===== config.mk =====
export PLATFORM = sky130hd
export DESIGN_NAME = ct_deserializer
export DESIGN_NICKNAME = d
export VERILOG_FILES = /design/src/rtl/ct_deserializer.sv
export SDC_FILE = /design/constraint.sdc
export NUM_CORES = 1
export LEC_CHECK = 0
export BUFFER_PORTS_ARGS = -buffer_cell sky130_fd_sc_hd__buf_4
export CAP_MARGIN = 20
export CORE_MARGIN = 10
export CORE_UTILIZATION = 56
export CTS_CLUSTER_SIZE = 12
export DETAILED_ROUTE_END_ITERATION = 6
export MAX_ROUTING_LAYER = met4
export PLACE_DENSITY_LB_ADDON = 0.25
export SLEW_MARGIN = 20
export SYNTH_ARGS = -nofsm -noshare
export SYNTH_HDL_FRONTEND = slang
export SYNTH_SLANG_ARGS = --single-unit

===== constraint.sdc =====
create_clock -name clk -period 3.36 [get_ports clk]
set_input_delay 0 -clock clk [delete_from_list [all_inputs] [get_ports clk]]
set_output_delay 0 -clock clk [all_outputs]
set_load 0.01 [all_outputs]

===== src/rtl/ct_deserializer.sv =====
// ct_deserializer: assembles one ciphertext (A[0..N-1] then B[0..N-1]) from a coefficient stream, reducing each word by q at most once.
// Latency: out_valid rises the cycle after the 2N-th accept (2N cycles from the first accept with no input gaps).
// Backpressure: in_ready drops while a complete ciphertext is held; out_ct/out_err stay frozen until out_ready.
module ct_deserializer #(
  parameter int             N  = 4,
  parameter int             W  = 8,
  parameter logic [W-1:0]   QP = W'(17)
) (
  input  logic             clk,
  input  logic             rst,
  input  logic             in_valid,
  output logic             in_ready,
  input  logic [W-1:0]     in_coef,
  output logic             out_valid,
  input  logic             out_ready,
  output logic [2*N*W-1:0] out_ct,
  output logic             out_err
);

  // out_ct layout: A[i] at bits [i*W +: W], B[i] at bits [(N+i)*W +: W],
  // so the k-th word of the stream lands in slot k.
  localparam int            IW       = (N > 1) ? $clog2(N) : 1;
  localparam logic [IW-1:0] IDX_LAST = IW'(N - 1);

  typedef enum logic [1:0] {FILL_A, FILL_B, HOLD} state_t;

  state_t        state;
  logic [IW-1:0] idx;
  logic          err_q;
  logic [W-1:0]  a_q [N];
  logic [W-1:0]  b_q [N];

  logic          accept;
  logic          coef_hi;
  logic [W-1:0]  coef_red;

  // in_ready is a registered output, so accept never depends combinationally on itself.
  assign accept   = in_valid & in_ready;
  assign coef_hi  = (in_coef >= QP);
  assign coef_red = coef_hi ? (in_coef - QP) : in_coef;
  assign out_err  = err_q;

  // Fill/hold sequencing with registered handshake outputs and the sticky range-error flag.
  always_ff @(posedge clk or posedge rst) begin
    if (rst) begin
      state     <= FILL_A;
      idx       <= '0;
      in_ready  <= 1'b1;
      out_valid <= 1'b0;
      err_q     <= 1'b0;
    end else begin
      case (state)
        FILL_A, FILL_B: begin
          if (accept) begin
            if (coef_hi) begin
              err_q <= 1'b1;
            end
            if (idx == IDX_LAST) begin
              idx <= '0;
              if (state == FILL_A) begin
                state <= FILL_B;
              end else begin
                state     <= HOLD;
                in_ready  <= 1'b0;
                out_valid <= 1'b1;
              end
            end else begin
              idx <= idx + IW'(1);
            end
          end
        end
        HOLD: begin
          if (out_ready) begin
            state     <= FILL_A;
            in_ready  <= 1'b1;
            out_valid <= 1'b0;
            err_q     <= 1'b0;
          end
        end
        default: begin
          state     <= FILL_A;
          idx       <= '0;
          in_ready  <= 1'b1;
          out_valid <= 1'b0;
          err_q     <= 1'b0;
        end
      endcase
    end
  end

  // Coefficient storage: the reduced word goes to A or B at the current index; untouched slots keep old data.
  always_ff @(posedge clk or posedge rst) begin
    if (rst) begin
      for (int i = 0; i < N; i++) begin
        a_q[i] <= '0;
        b_q[i] <= '0;
      end
    end else if (accept) begin
      if (state == FILL_A) begin
        a_q[idx] <= coef_red;
      end else begin
        b_q[idx] <= coef_red;
      end
    end
  end

  for (genvar i = 0; i < N; i++) begin : g_pack
    assign out_ct[i*W +: W]     = a_q[i];
    assign out_ct[(N+i)*W +: W] = b_q[i];
  end

endmodule


* Yosys cells after proc, flatten, opt, wreduce, memory -nomap -nowiden
Index checks and enable logic that the tools add are counted.
** Storage, ports and cells
- Bits in writable memories :: 0
- Logic and storage cells :: 65
- Input bits :: 12
- Bits in read-only memories :: 0
- Latch bits :: 0
- Bits in registers :: 71
- Memories :: 0
** Operators by class
- Eq/ne operators :: 8
- Shift operators :: 0
- $mul :: 0
- Divide/modulo/power cells :: 0
- Multiplexer cells :: 26
- Reduce and logical (&&, ||, !) cells :: 9
- Bitwise operators :: 4
- $lt $le $gt $ge :: 3
- Add/subtract/negate cells :: 2
** Operator list (count)
- $bwmux W32 :: 2
- $demux W8 S2 :: 1
- $mux W8 :: 2
- $mux W2 :: 6
- $mux W1 :: 10
- $ne A2 B2 Y1 const B :: 5
- $ge A8 B5 Y1 const B :: 1
- $pmux W2 S2 :: 2
- $sub A8 B5 Y8 const B :: 1
- $pmux W1 S2 :: 3
- $reduce_and A2 Y1 :: 3
- $reduce_and A3 Y1 :: 2
- $eq A2 B2 Y1 const B :: 2
- $reduce_and A4 Y1 :: 1
- $ge A3 B3 Y1 const B :: 1
- $lt A3 B1 Y1 const B :: 1
- $not A2 Y3 :: 1
- $add A2 B1 Y2 const B :: 1
- $eq A2 B1 Y1 const B :: 1
- $logic_not A2 Y1 :: 1
- $not A1 Y1 :: 2
- $reduce_or A2 Y1 :: 1
- $and A1 B1 Y1 :: 1
- $logic_and A1 B1 Y1 :: 1

* Logic depth before layout (Yosys ltp)
- Depth in word-level cells :: 6
- Depth in mapped cells :: 7
- Mapped depth without buffers :: 6

* Worst setup path after synthesis
OpenSTA, ideal clock, no wires.
- Path kind :: input to register
- From :: input in_coef[1]
- To :: register b_q, in the netlist out_ct[57]
- Library setup time :: 0.083 ns
- Required time :: 3.277 ns
- Buffers on the path :: 0
- Cell stages on the path :: 6
- Arrival :: 1.554 ns
- Setup slack :: 1.724 ns
- Cell sequence :: inv_1 > ha_1 > or4b_4 > a21oi_4 > mux2_2 > o21ai_0
** On the way
- Word-level cells in the longest chain between the ends :: 3
- Elaborated cells between the ends (all ways) :: 4
- Those cells by class :: add/sub (1); order compare (1); mux (2)
** RTL lines
- start: declaration :: line 13 : input logic [W-1:0] in_coef,
- $sub A8 B5 Y8 or $ge A8 B5 Y1 (tied branches) :: line 40, 39
- $mux W8 (*) :: line 40 : assign coef_red = coef_hi ? (in_coef - QP) : in_coef;
- $bwmux W32 (*) :: line 102 : b_q[idx] <= coef_red;
- end signal: indexed assignment :: line 102
- end: declaration :: line 31 : logic [W-1:0] b_q [N];
Every way passes the cells marked *; elsewhere a longest branch is shown, timed or not.
A chain may end at the register's enable or synchronous reset.

* Worst setup path after layout
- From :: register state[1]
- To :: register a_q, in the netlist out_ct[1]
** On the way
- Word-level cells in the longest chain between the ends :: 2
** RTL lines
- start: declaration :: line 27 : state_t state;
- start signal: assignment :: line 46 : state <= FILL_A;
- start signal: assignment :: line 61 : state <= FILL_B;
- start signal: assignment :: line 63 : state <= HOLD;
- $logic_not A2 Y1 :: line 99 : if (state == FILL_A) begin
- $reduce_and A2 Y1 (no line)
- end signal: indexed assignment :: line 100 : a_q[idx] <= coef_red;
- end: declaration :: line 30 : logic [W-1:0] a_q [N];
Every way passes these cells.

==> results.ini <==
[route]
vias_per_cell = 5.47
drt_wl_total_um = 7460
wire_per_inst_um = 17.0
post-route-drc-count = 0
dr.pass1.iters = 4
ant_nets = 0
dr.first_iter.drc_count = 143
via_count = 2401

[timing]
final_max_slew_viol_count = 0
worstMarginPinSlew_ns = 0.877
period_minus_slack_ns = 1.89
slew-limit-headroom = 0.408
timing.hold.ws_ns = 0.00452
fin_crit_sh = 0.562
final-setup-viol-count = 0
finalSetupTns_ns = 0
fmax_ghz = 0.530
skew_ns = 0.00835
finalHoldViolations = 0
rsz0062_at_grt = false

[logic_synthesis]
synth_top_area_frac = 0.584
ys_dominant_reg_cell = dfrtp_1
synth_edf_count = 0
synth_fp_nets = 306
yosysTopAreaCell = dfrtp_1
syn_area_per_cell_um2 = 10.4
synth-seq-cells = 71
async_flop_share = 1.00
seq_area_frac_synth = 0.593
yosys_warnings = 0
syn_area_mm2 = 0.00300
synthTopCellsByArea = dfrtp_1 (58%), o21ai_0 (5.8%), nand2_1 (5.3%)
yosysUniqueCellTypes = 37
yosysMostFrequentCell = dfrtp_1
synth_cells = 288
synth_common_cells = dfrtp_1 (70), nand2_1 (42), o21ai_0 (35)

[clocking]
cts-buffers-inserted = 9
numClockSinks = 71
cts.path.max_buffers = 2
insertion_delay_ns = 0.35
cts_tree = yes
htree_num_levels = 3
clk_pin_slew_worst_paths_ns = 0.07
cts_setup_buffers = 0
cts_root_buf = clkbuf_8
cts.repair.resized = 0
cts_hold_buffers = 2

[power_and_ir_drop]
leakage_nw = 1.95
ir_worst_vdd_mv = 0.258
power-per-cell-area_mw_per_mm2 = 444

[critical_path]
endpoint_kind = flip-flop
cp_slowest_stage_delay_ns = 0.51
critPathTopFamily = simple AND/OR/NAND/NOR gates
critPathMaxFanout = 14
path_cells = and4bb_2 > and2_1 > mux2_2
critPathLaunchType = flip-flop
critPathBufInv = 0
worstPathArrival_ns = 2.12
crit_path_top_delay_cell = dfrtp_1
path_class = flip-flop to flip-flop
cp.required_ns = 3.59

[placement]
portBuffers = 78
dp_hpwl_um = 5400
gp_congestion = 0.867

[global_routing]
grt_pass1_vias = 2418
overflow = 0
antenna_found_initial = 0
grt_pass1_wl_um = 12500
grt_max_degree = 51
grt_util_all_layers = 0.187

[die]
coreArea_mm2 = 0.00514
start_util = 0.583
io_pins = 79
die_width_um = 93.2
die_h_um = 93.2
rows = 26
dieArea_mm2 = 0.00868

[finish]
syn_to_final_growth_pct = 28.9
fin_util = 0.752
diodes = 0
nets = 382
drive_above_1_share = 0.309

[hold_path]
min_path_type = primary input to flip-flop

[run_status]
outcome = complete, no violations

[job]
maxCapViolations = 0

registers in the layout, indices dropped and copies added (netlist names):
register	cells
out_ct	64
state	2
out_err	1
idx	2
out_valid	1
in_ready	1
worst paths after layout:
kind,startpoint,end,slack (ns),depth (start not counted)
worst min-delay path,in_valid,state[1],0.005,3
worst max-delay path,state[1],out_ct[1],1.47,3
max in group asynchronous,rst,out_ct[35],2.18,4
worst max register to register,state[1],out_ct[1],1.47,3
min in group asynchronous,rst,out_ct[24],0.21,3
worst min register to register,out_ct[35],out_ct[35],0.48,2
tightest hold or removal path, stage by stage:
cell and delay, ns:
buf_4 0.13, nand4_1 0.10, o21ai_0 0.08
where the power goes:
part | internal [mW] | total, mW | switching, mW | leakage, nW
sequential | 0.854 | 0.854 | 0 | 0.984
combinational | 0.0272 | 0.0898 | 0.0626 | 0.854
clock | 0.457 | 0.771 | 0.314 | 0.112
total | 1.34 | 1.72 | 0.377 | 1.95
cell usage in the layout (no fill, tap or decap), types with 2 or more instances in the layout:
master	netlist	final
inv_1	7	6
clkbuf_8	0	11
xnor2_1	2	2
xor2_2	2	2
a22oi_2	2	2
o211a_1	2	2
buf_4	0	79
a21oi_1	28	28
dfrtp_1	70	70
nor2_1	28	28
nor3b_1	3	3
bufinv_16	0	2
mux2i_1	2	2
nand3_1	2	2
nor3_1	6	6
and2_1	5	5
o21ai_1	4	4
nand2_1	42	42
mux2_2	9	9
dlygate4sd3_1	0	2
ha_1	6	6
o21ai_0	35	35
clkinvlp_4	0	2
cell type report:
| type | count | area (µm²) |
|---|---|---|
| Sequential cell | 71 | 1780 |
| Fill cell | 371 | 1270 |
| Multi-Input combinational cell | 194 | 1130 |
| Timing Repair Buffer | 81 | 613 |
| Clock buffer | 11 | 151 |
| Tap cell | 70 | 87.6 |
| Clock inverter | 5 | 80.1 |
| Inverter | 7 | 26.3 |
routing by layer:
layer / routed length (µm) / part of all wire / vias to the layer above / global-route usage
li1: - / - / 1135 / -
met2: 3640 / 0.49 / 82 / 0.286
met3: 440 / 0.059 / 19 / 0.0496
met4: 201 / 0.027 / 0 / 0.100
met5: 0 / 0 / - / -
met1: 3170 / 0.43 / 1165 / 0.220
cells by family after synthesis:
| logic type | share of synthesized area |
|---|---|
| adder cells (fa/ha/maj) | 0.0250 |
| multiplexers | 0.0405 |
| XOR/XNOR | 0.0196 |
| buffers and inverters | 0.0305 |
| AO/OA/AOI/OAI | 0.146 |
| AND/OR/NAND/NOR | 0.145 |
| flip-flops | 0.593 |
stage by stage:
| stage | power (mW) | instance area [µm²] | cells | worst slack (ns) |
|---|---|---|---|---|
| final | 1.72 | 3870 | 439 | 1.47 |
| after global routing | 1.77 | 3870 | 439 | 1.34 |
| after CTS | 1.72 | 3870 | 439 | 1.47 |
| after detailed placement | 0.960 | 3610 | 421 | 1.23 |
| after global placement | 0.958 | 3610 | 421 | 1.35 |
| after floorplan | 0.923 | 3000 | 288 | 1.57 |
Power figures use the tool's default switching activity.
